==> src/rtl/mem_port_arbiter.sv <==
// Single-port memory arbiter between instruction fetch and data access, one transaction in flight.
// Optional fetch anti-starvation guard enabled by defining MEM_ARB_STARVE_GUARD_EN.
module mem_port_arbiter #(
    parameter int unsigned ADDR_W     = 10,
    parameter int unsigned MEM_LAT    = 1,
    parameter int unsigned STARVE_MAX = 4
) (
    input  logic              clk,
    input  logic              rst,
    input  logic              if_req,
    input  logic [ADDR_W-1:0] if_addr,
    input  logic              if_kill,
    output logic              if_gnt,
    output logic              if_rvalid,
    output logic [31:0]       if_rdata,
    input  logic              d_req,
    input  logic              d_we,
    input  logic [2:0]        d_funct3,
    input  logic [ADDR_W-1:0] d_addr,
    input  logic [31:0]       d_wdata,
    output logic              d_gnt,
    output logic              d_rvalid,
    output logic [31:0]       d_rdata,
    output logic              mem_en,
    output logic              mem_we,
    output logic [ADDR_W-1:0] mem_addr,
    output logic [2:0]        mem_funct3,
    output logic [31:0]       mem_wdata,
    input  logic [31:0]       mem_rdata,
    output logic              stall_if
);

    localparam int unsigned CNT_W    = 2;
    localparam int unsigned STRK_W   = 4;
    localparam logic [2:0]  FETCH_F3 = 3'b010;

    typedef enum logic [1:0] {
        IDLE   = 2'd0,
        BUSY_I = 2'd1,
        BUSY_D = 2'd2
    } state_t;

    state_t             r_state;
    state_t             w_state_nxt;
    logic [CNT_W-1:0]   r_cnt;
    logic               r_kill;
    logic               r_store;
    logic               w_done;
    logic               w_free;
    logic               w_fetch_turn;
    logic               w_if_gnt;
    logic               w_d_gnt;
    logic               w_if_rv;
    logic               w_d_rv;

    // Completion is the last busy cycle; arbitration reopens in that same cycle.
    assign w_done = (r_state != IDLE) && (r_cnt == '0);
    assign w_free = rst && ((r_state == IDLE) || w_done);

`ifdef MEM_ARB_STARVE_GUARD_EN
    logic [STRK_W-1:0]  r_streak;

    assign w_fetch_turn = (r_streak == STRK_W'(STARVE_MAX));

    // Consecutive data grants taken while a fetch was waiting; saturates at the limit.
    always_ff @(posedge clk or negedge rst) begin
        if (!rst) begin
            r_streak <= '0;
        end else if (w_if_gnt) begin
            r_streak <= '0;
        end else if (w_d_gnt) begin
            if (!if_req)
                r_streak <= '0;
            else if (r_streak != STRK_W'(STARVE_MAX))
                r_streak <= r_streak + STRK_W'(1);
        end
    end
`else
    logic [STRK_W-1:0]  w_unused_starve;

    assign w_unused_starve = STRK_W'(STARVE_MAX);
    assign w_fetch_turn    = 1'b0;
`endif

    assign w_d_gnt  = w_free && d_req && !(if_req && w_fetch_turn);
    assign w_if_gnt = w_free && if_req && !w_d_gnt;
    assign w_if_rv  = w_done && (r_state == BUSY_I) && !r_kill && !if_kill;
    assign w_d_rv   = w_done && (r_state == BUSY_D);

    // State register
    always_ff @(posedge clk or negedge rst) begin
        if (!rst)
            r_state <= IDLE;
        else
            r_state <= w_state_nxt;
    end

    // Next-state logic
    always_comb begin
        w_state_nxt = r_state;
        if (w_d_gnt)
            w_state_nxt = BUSY_D;
        else if (w_if_gnt)
            w_state_nxt = BUSY_I;
        else if (w_done)
            w_state_nxt = IDLE;
    end

    // Latency counter, fetch kill latch and load/store flag of the outstanding access
    always_ff @(posedge clk or negedge rst) begin
        if (!rst) begin
            r_cnt   <= '0;
            r_kill  <= 1'b0;
            r_store <= 1'b0;
        end else begin
            if (w_if_gnt || w_d_gnt)
                r_cnt <= CNT_W'(MEM_LAT - 1);
            else if ((r_state != IDLE) && (r_cnt != '0))
                r_cnt <= r_cnt - CNT_W'(1);

            if (w_if_gnt)
                r_kill <= if_kill;
            else if (w_done)
                r_kill <= 1'b0;
            else if ((r_state == BUSY_I) && if_kill)
                r_kill <= 1'b1;

            if (w_d_gnt)
                r_store <= d_we;
        end
    end

    // Output logic
    always_comb begin
        if_gnt     = w_if_gnt;
        d_gnt      = w_d_gnt;
        stall_if   = rst && if_req && !w_if_gnt;
        mem_en     = w_if_gnt || w_d_gnt;
        mem_we     = 1'b0;
        mem_addr   = '0;
        mem_funct3 = '0;
        mem_wdata  = '0;
        if (w_d_gnt) begin
            mem_we     = d_we;
            mem_addr   = d_addr;
            mem_funct3 = d_funct3;
            mem_wdata  = d_wdata;
        end else if (w_if_gnt) begin
            mem_addr   = if_addr;
            mem_funct3 = FETCH_F3;
        end
        if_rvalid  = w_if_rv;
        d_rvalid   = w_d_rv;
        if_rdata   = w_if_rv ? mem_rdata : '0;
        d_rdata    = (w_d_rv && !r_store) ? mem_rdata : '0;
    end

endmodule

==> config.mk <==
export PLATFORM = sky130hd
export DESIGN_NAME = mem_port_arbiter
export DESIGN_NICKNAME = d
export VERILOG_FILES = /design/src/rtl/mem_port_arbiter.sv
export SDC_FILE = /design/constraint.sdc
export NUM_CORES = 1
export LEC_CHECK = 0
export BUFFER_PORTS_ARGS = -buffer_cell sky130_fd_sc_hd__buf_2
export CAP_MARGIN = 0
export CORE_AREA = 2 2 82 84
export CTS_CLUSTER_DIAMETER = 80
export DETAILED_ROUTE_END_ITERATION = 12
export DIE_AREA = 0 0 84 86
export GPL_ROUTABILITY_DRIVEN = 0
export GPL_TIMING_DRIVEN = 0
export PLACE_DENSITY_LB_ADDON = 0.12
export REMOVE_ABC_BUFFERS = 1
export SYNTH_ARGS = -nofsm -noshare
export SYNTH_HDL_FRONTEND = slang
export SYNTH_SLANG_ARGS = --single-unit
==> constraint.sdc <==
create_clock -name clk -period 1.98 [get_ports clk]
set_input_delay 0.396 -clock clk [delete_from_list [all_inputs] [get_ports clk]]
set_output_delay 0.396 -clock clk [all_outputs]
set_load 0.05 [all_outputs]
## Yosys cells after proc, flatten, opt, wreduce, memory -nomap -nowiden

Cells that the tools add are included.

- Bits of input ports: 93
- Register bits after elaboration: 6
- Output and inout port bits: 116
- Logic and storage cells: 51

- Reductions and logical operators: 28
- Add/subtract/negate cells: 1
- Mux-type cells: 16
- Equality and inequality tests: 2

Operator list:

| kind | number |
|---|---|
| 2-to-1 mux 32 bit | 3 |
| 2-to-1 mux 10 bit | 2 |
| logical AND 1 bit | 14 |
| 2-to-1 mux 2 bit | 6 |
| nonzero test 2 bit | 3 |
| nonzero test 3 bit | 2 |
| zero test 1 bit | 5 |
| zero test 2 bit | 2 |
| 2-to-1 mux 1 bit | 4 |
| 2-to-1 mux 3 bit | 1 |
| == test 2 x 1 -> 1 bit, second input constant | 1 |
| == test 2 bit, second input constant | 1 |
| logical OR 1 bit | 2 |
| subtractor 2 x 1 -> 2 bit, second input constant | 1 |

## Longest topological paths before layout

Gate-level depths: netlist of the first run.

- Depth in word-level cells: 9
- Gate-level depth with buffers: 7
- Gate-level depth less buffers: 5

## Worst setup path before layout of the first run

Ideal clock, no wire load.

- Path type: reg-to-output
- Start: register r_cnt[0]
- End: output stall_if
- Setup slack: -405 ps
- Path buffers: 1
- Cell stages (with the launch flop): 7
- Arrival: 1989 ps
- Required time: 1584 ps
- Path through: dfrtp_1 inv_1 ha_1 o21bai_2 and2b_1 buf_2 nor2_1

- Longest elaborated chain between the ends: 9
- Elaborated cells between the ends (all ways): 10
- Those cells by class: 10 x reduce/logical

Ends and longest elaborated chain:

| item | line | RTL |
|---|---|---|
| start, declared | 45 | `logic [CNT_W-1:0] r_cnt;` |
| start signal, assigned | 117 | `r_cnt <= CNT_W'(MEM_LAT - 1);` |
| start signal, assigned | 119 | `r_cnt <= r_cnt - CNT_W'(1);` |
| zero test 2 bit * | 57 | `assign w_done = (r_state != IDLE) && (r_cnt == '0);` |
| logical AND 1 bit * | 57 |  |
| logical OR 1 bit * | 58 | `assign w_free = rst && ((r_state == IDLE) \|\| w_done);` |
| logical AND 1 bit * | 58 |  |
| logical AND 1 bit | 85 | `assign w_d_gnt = w_free && d_req && !(if_req && w_fetch_turn);` |
| zero test 1 bit | 86 | `assign w_if_gnt = w_free && if_req && !w_d_gnt;` |
| logical AND 1 bit * | 86 |  |
| via if_gnt | 13 | `output logic if_gnt,` |
| zero test 1 bit * | 137 | `stall_if = rst && if_req && !w_if_gnt;` |
| logical AND 1 bit * | 137 |  |
| end, declared | 30 | `output logic stall_if` |

The timed path passes the listed nets; every way through them passes the cells marked *.

## Final worst setup path of the first run

- Start: register r_cnt[0]
- End: output if_rdata[25]

- Longest elaborated chain between the ends: 6

Ends and longest elaborated chain:

| item | line | RTL |
|---|---|---|
| zero test 2 bit | 57 |  |
| logical AND 1 bit | 57 |  |
| logical AND 1 bit (3 in a row) | 87 | `assign w_if_rv = w_done && (r_state == BUSY_I) && !r_kill && !if_kill;` |
| 2-to-1 mux 32 bit | 154 | `if_rdata = w_if_rv ? mem_rdata : '0;` |
| end, declared | 15 | `output logic [31:0] if_rdata,` |

Every way passes these cells.

==> flow_summary_export.csv, run 1 <==
group,metric,value,unit
routing,avgViaCountPerCell,4.60,
global_routing,grt_antenna_before_repair,0,
layout,synthToLayoutAreaGrowth,240,%
synth,synthCells,161,
global_routing,gr-usage-all-layers,19.2,%
global_routing,grt_max_degree,21,
clock_network,cts.htree.levels,1,
clock_network,cts_tree,"done",
clock_network,cts_made_buffers,3,
setup_path,critPathMaxFanout,8,
die,rows,29,
synth,synth_area_leaders,"and2_1 54%, dfrtp_1 13%, a22o_1 7.6%, o21ai_0 2.2%, buf_6 1.9%",
clock_network,postCtsHoldBufs,0,
die,core,0.00628,mm²
synth,postSynthRegisterBits,6,
setup_path,critPathLaunchType,"flip-flop",
clock_network,cts_root_buf,"clkbuf_8",
setup_path,crit_chain,"inv_2 > ha_4 > nand3b_1 > nor3_4 > buf_12 > buf_8 > and2_1 > buf_6",
layout,design_area,0.00393,mm²
die,start_util,18.4,%
sta,rsz0062_at_grt,"yes",
clock_network,clockBufferDepth,2,
pwr,power.leakage,0.00199,µW
sta,fin_worst_skew,0.00145,ns
sta,hold_viol,0,
pwr,p_per_area,309,mW/mm²
placed_design,dpl.hpwl,4520,µm
placed_design,place_area,0.00226,mm²
setup_path,worstPathArrival,1.76,ns
flow_run,cap_violations,0,
synth,synth_area_leader_cell,"and2_1",
sta,slew_viol_final,0,
sta,finalCriticalPeriod,2.16,ns
setup_path,cp.required,1.58,ns
placed_design,placed_cells,437,
layout,finalNonFillerCells,466,
global_routing,grt_overflow,0,
global_routing,grt_pass1_wl,11000,µm
synth,syn-cell-area,0.00116,mm²
routing,wire_per_inst,18.0,µm
die,dieWidth,84,µm
die,ios,209,
layout,antennaDiodeCount,0,
sta,max_slew_margin,72.3,%
routing,drc,0,
pwr,total_power,1220,µW
routing,drtIter0Drc,31,
sta,worst_slack,-0.179,ns
setup_path,path_class,"reg -> out",
global_routing,grt_pass1_vias,2137,
synth,syn_avg_cell_area,7.18,µm²
routing,ant_nets,0,
sta,max_freq,463,MHz
routing,first_pass_iters,4,
setup_path,slowest_stage,"dfrtp_1",
setup_path,critPathMaxStageDelay,0.38,ns
hold_path,hold_path_class,"in -> async",
setup_path,cp_top_family,"buffers and inverters",
placed_design,port_buffers,208,
pwr,vdd_drop_max,0.208,mV
sta,timing.final.crit_share,109,%
clock_network,cts.sinks,6,
setup_path,cp_num_buf_inv,4,
synth,seq_area_frac_synth,13.0,%
sta,finalSetupViolCount,110,
layout,layout-drive-gt1-share,88.9,%
synth,synth_top_area_share,53.6,%
sta,worstMarginPinSlew,0.415,ns
status,violations,"setup timing",
routing,routed_wl,8400,µm
synth,yosys_warnings,0,
status,status,"finished with violations",
die,die_h,86,µm
clock_network,insertion_delay,0.23,ns
setup_path,critPathCaptureType,"primary output",
routing,vias,2143,
die,die-area,0.00722,mm²
clock_network,cts.clk_slew.worst_paths,0.04,ns
layout,nets,485,
synth,synth_cell_type_count,27,
-- cells in the final DEF (no fill, tap or decap), types with 3 or more instances in the layout --
cell type / netlist / layout
and2_1: 99 / 9
buf_4: 0 / 7
dfrtp_1: 6 / 5
and2_4: 0 / 90
o21ai_0: 5 / 5
buf_8: 0 / 94
a22o_1: 10 / 9
buf_2: 3 / 93
buf_6: 2 / 32
clkbuf_8: 0 / 3
and3_4: 1 / 8
-- layer usage --
| metal | wire, µm | track usage, % |
|---|---|---|
| met5 | 0 | 0 |
| met4 | 83 | 4.84 |
| met1 | 2890 | 18.0 |
| met3 | 646 | 4.23 |
| met2 | 4780 | 41.2 |
-- worst paths after layout --
kind / startpoint / to / slack (ns) / cells after the start
min in group clk: d_we / r_store$_DFFE_PN0P_ / 0.43 / 2
min: rst / r_kill$_DFFE_PN0P_ / 0.08 / 1
max in group asynchronous: rst / r_state[1]$_DFFE_PN0P_ / 1.62 / 1
max: r_cnt[0]$_DFFE_PN0P_ / if_rdata[25] / -0.18 / 8
max reg2reg: r_cnt[0]$_DFFE_PN0P_ / r_store$_DFFE_PN0P_ / 0.31 / 6
min reg2reg: r_cnt[1]$_DFFE_PN0P_ / r_cnt[1]$_DFFE_PN0P_ / 0.57 / 2
-- where the power goes --
part,internal (µW),switching (µW)
Clock,131,57.9
Combinational,397,486
Sequential,131,12.9
-- cells in the mapped netlist, drive strengths merged --
cell     n
a21o     1
mux2     1
o221ai   1
nand3    2
nand3b   2
and2b    1
dfrtp    6
ha       1
nand2    3
and2    99
a31oi    1
a31o     2
nor2     2
clkbuf   7
o21bai   1
nand2b   1
nor2b    2
or2      1
and3     1
inv      3
a22o    10
buf      5
o21ai    5
and4b    1
nor3     2
-- kinds of logic after synthesis --
kind of cell,Yosys count,share of synthesized area [%]
multiplexers,1,1.30
buffers and inverters,15,6.71
AND/OR/NAND/NOR,117,63.7
adder cells (fa/ha/maj),1,1.08
AO/OA/AOI/OAI,21,14.2
flip-flops,6,13.0
-- through the flow --
step	setup TNS, ns	hold slack (ns)	utilization [%]	worst slack (ns)
detailed placement	-37.52	0.266	36.0	-0.564
global route	-18.82	0.0940	62.6	-0.270
finish	-10.53	0.0777	62.6	-0.179
CTS	-8.91	0.0788	55.5	-0.144
floorplan	-51.80	0.100	-	-0.903
global placement	-68.82	0.271	35.5	-0.864
-- what timing repair did --
action	CTS	global route
resized for setup	336	119
setup buffers	6	7
cloned	11	4
endpoints found under the setup margin	115	115
pin swaps	50	47
-- sequential cells by signal (all words and copies together), names as in the netlist --
| signal | flops |
|---|---|
| r_state | 2 |
| r_store | 1 |
| r_cnt | 2 |
| r_kill | 1 |
-- cell type report --
| cell class | instances | area (µm²) |
|---|---|---|
| well taps | 77 | 96.3 |
| flip-flops and latches | 6 | 151 |
| inverters | 3 | 11.3 |
| repair buffers | 228 | 2320 |
| multi-input cells | 149 | 1310 |
| fillers | 488 | 2350 |
| clock buffers | 3 | 41.3 |
Note: power is estimated with default switching activity, not from simulation.
==> run 2: changes to the inputs <==
--- a/config.mk
+++ b/config.mk
@@ -13,7 +13,6 @@
 export DIE_AREA = 0 0 84 86
 export GPL_ROUTABILITY_DRIVEN = 0
 export GPL_TIMING_DRIVEN = 0
-export PLACE_DENSITY_LB_ADDON = 0.12
 export REMOVE_ABC_BUFFERS = 1
 export SYNTH_ARGS = -nofsm -noshare
 export SYNTH_HDL_FRONTEND = slang
==> run 2 against run 1 <==
Compared with the run above: the run still ends with setup timing left; utilization is 1.5 points higher; clock power hardly changed; via count is 3.4% higher; critical path depth is 1 higher; sequential power is 3% higher; hold slack better by 0.0050 ns; setup slack worse by 0.075 ns; largest cell class unchanged.
==> flow_summary_export.csv, run 2 (synthesis gave the netlist of run 1 again) <==
group,metric,value,unit
layout,synthToLayoutAreaGrowth,248,%
pwr,power.leakage,0.00202,µW
pwr,total_power,1240,µW
status,status,"finished with violations",
clock_network,cts.clk_slew.worst_paths,0.04,ns
layout,num-fill-cells,453,
clock_network,postCtsHoldBufs,0,
global_routing,gr-usage-all-layers,21.5,%
sta,max_slew_margin,75.0,%
global_routing,grt_antenna_before_repair,0,
routing,routed_wl,8770,µm
sta,worst_slack,-0.254,ns
placed_design,place_area,0.00223,mm²
die,dieWidth,84,µm
layout,design_area,0.00403,mm²
clock_network,insertion_delay,0.23,ns
layout,multi_input_area,0.00133,mm²
sta,rsz0062_at_grt,"yes",
layout,nets,488,
sta,finalSetupViolCount,111,
pwr,vdd_drop_max,0.256,mV
sta,finalCriticalPeriod,2.23,ns
layout,reg.largest.list,"r_cnt x2, r_state x2",
routing,vias,2215,
layout,utilization,64.1,%
placed_design,dpl.hpwl,4620,µm
clock_network,cts_made_buffers,3,
flow_run,cap_violations,0,
die,die-area,0.00722,mm²
status,violations,"setup timing",
hold_path,hold_path_class,"in -> async",
setup_path,critPathCaptureType,"primary output",
sta,worstMarginPinSlew,0.374,ns
setup_path,cp.required,1.58,ns
sta,timing.final.crit_share,113,%
routing,avgViaCountPerCell,4.72,
global_routing,grt_max_degree,21,
die,die_h,86,µm
layout,layout-drive-gt1-share,88.8,%
die,rows,29,
sta,slew_viol_final,0,
die,core,0.00628,mm²
setup_path,path_class,"reg -> out",
layout,final_cell_mix,"93 x buf_2, 90 x and2_4, 89 x buf_8, 31 x buf_6, 10 x a22o_1",
die,ios,209,
routing,drc,0,
routing,ant_nets,0,
clock_network,cts_root_buf,"clkbuf_8",
setup_path,critPathMaxFanout,10,
clock_network,cts.sinks,6,
die,start_util,18.4,%
routing,drtIter0Drc,37,
sta,fin_worst_skew,0.00238,ns
global_routing,grt_pass1_vias,2338,
sta,max_freq,448,MHz
clock_network,cts_tree,"done",
pwr,p_per_area,308,mW/mm²
layout,layout_commonest_cell,"buf_2",
global_routing,grt_overflow,0,
clock_network,clockBufferDepth,2,
clock_network,cts.htree.levels,1,
global_routing,grt_pass1_wl,12100,µm
setup_path,worstPathArrival,1.84,ns
layout,antennaDiodeCount,0,
sta,hold_viol,0,
routing,wire_per_inst,18.7,µm
setup_path,critPathLaunchType,"flip-flop",
layout,seqCellArea,151,µm²
routing,first_pass_iters,4,
placed_design,port_buffers,208,
run 2: cell count changes in the layout (fill, tap and decap cells not counted), sizes merged:
cell,change
buf,+3
clkbuf,-1
nor3,+2
o21bai,-1
run 2: worst paths after layout:
kind / from / depth (start not counted) / slack, ns / to
min in group clk: d_we / 2 / 0.42 / r_store$_DFFE_PN0P_
min reg2reg: r_cnt[1]$_DFFE_PN0P_ / 2 / 0.53 / r_cnt[1]$_DFFE_PN0P_
max reg2reg: r_cnt[0]$_DFFE_PN0P_ / 7 / 0.27 / r_store$_DFFE_PN0P_
max: r_cnt[0]$_DFFE_PN0P_ / 9 / -0.25 / if_rdata[0]
min: rst / 1 / 0.08 / r_kill$_DFFE_PN0P_
max in group asynchronous: rst / 1 / 1.60 / r_state[0]$_DFFE_PN0P_
run 2: area by class of cell:
| cell class | count | area share [%] |
|---|---|---|
| timing repair buffer | 230 | 59.6 |
| multi-input combinational | 150 | 33.0 |
| sequential | 6 | 3.76 |
| tap | 77 | 2.39 |
| clock buffer | 3 | 1.03 |
| inverter | 3 | 0.280 |
run 2: power by group:
| part | total [µW] | internal, µW | switching [µW] |
|---|---|---|---|
| clock | 189 | 131 | 57.8 |
| sequential | 148 | 131 | 17.5 |
| combinational | 905 | 410 | 495 |
| total | 1240 | 672 | 570 |
run 2: repair_timing:
item	CTS	global route
setup buffers	18	3
endpoints found under the setup margin	115	115
gates cloned	12	0
gates resized for setup	332	121
pin swaps	33	36
run 2: per-layer routing:
metal  part of all wire, %  vias to the layer above  wire (µm)  track usage [%]
met1                    32                     1034       2780             18.9
met3                   8.2                       23        723             5.49
met5                     0                        -          0                0
li1                      -                     1005          -                -
met4                   4.0                        0        351             9.53
met2                    56                      153       4910             44.9
run 2: critical path: stages (launching register included):
cell,delay [ns]
dfrtp_1,0.38
inv_2,0.07
ha_4,0.15
nand3b_1,0.11
buf_4,0.16
nor3_4,0.19
buf_12,0.15
buf_12,0.11
and2_4,0.14
buf_8,0.14
run 2: metrics by stage:
stage               hold slack [ns]  worst slack [ns]  std cells  TNS (ns)
finish                       0.0827            -0.254        469    -16.35
global route                  0.100            -0.351        469    -26.05
CTS                          0.0805            -0.237        467    -14.43
detailed placement            0.273            -0.868        434    -67.75
global placement              0.267            -0.816        434    -62.09
floorplan                     0.100            -0.903        149    -51.80
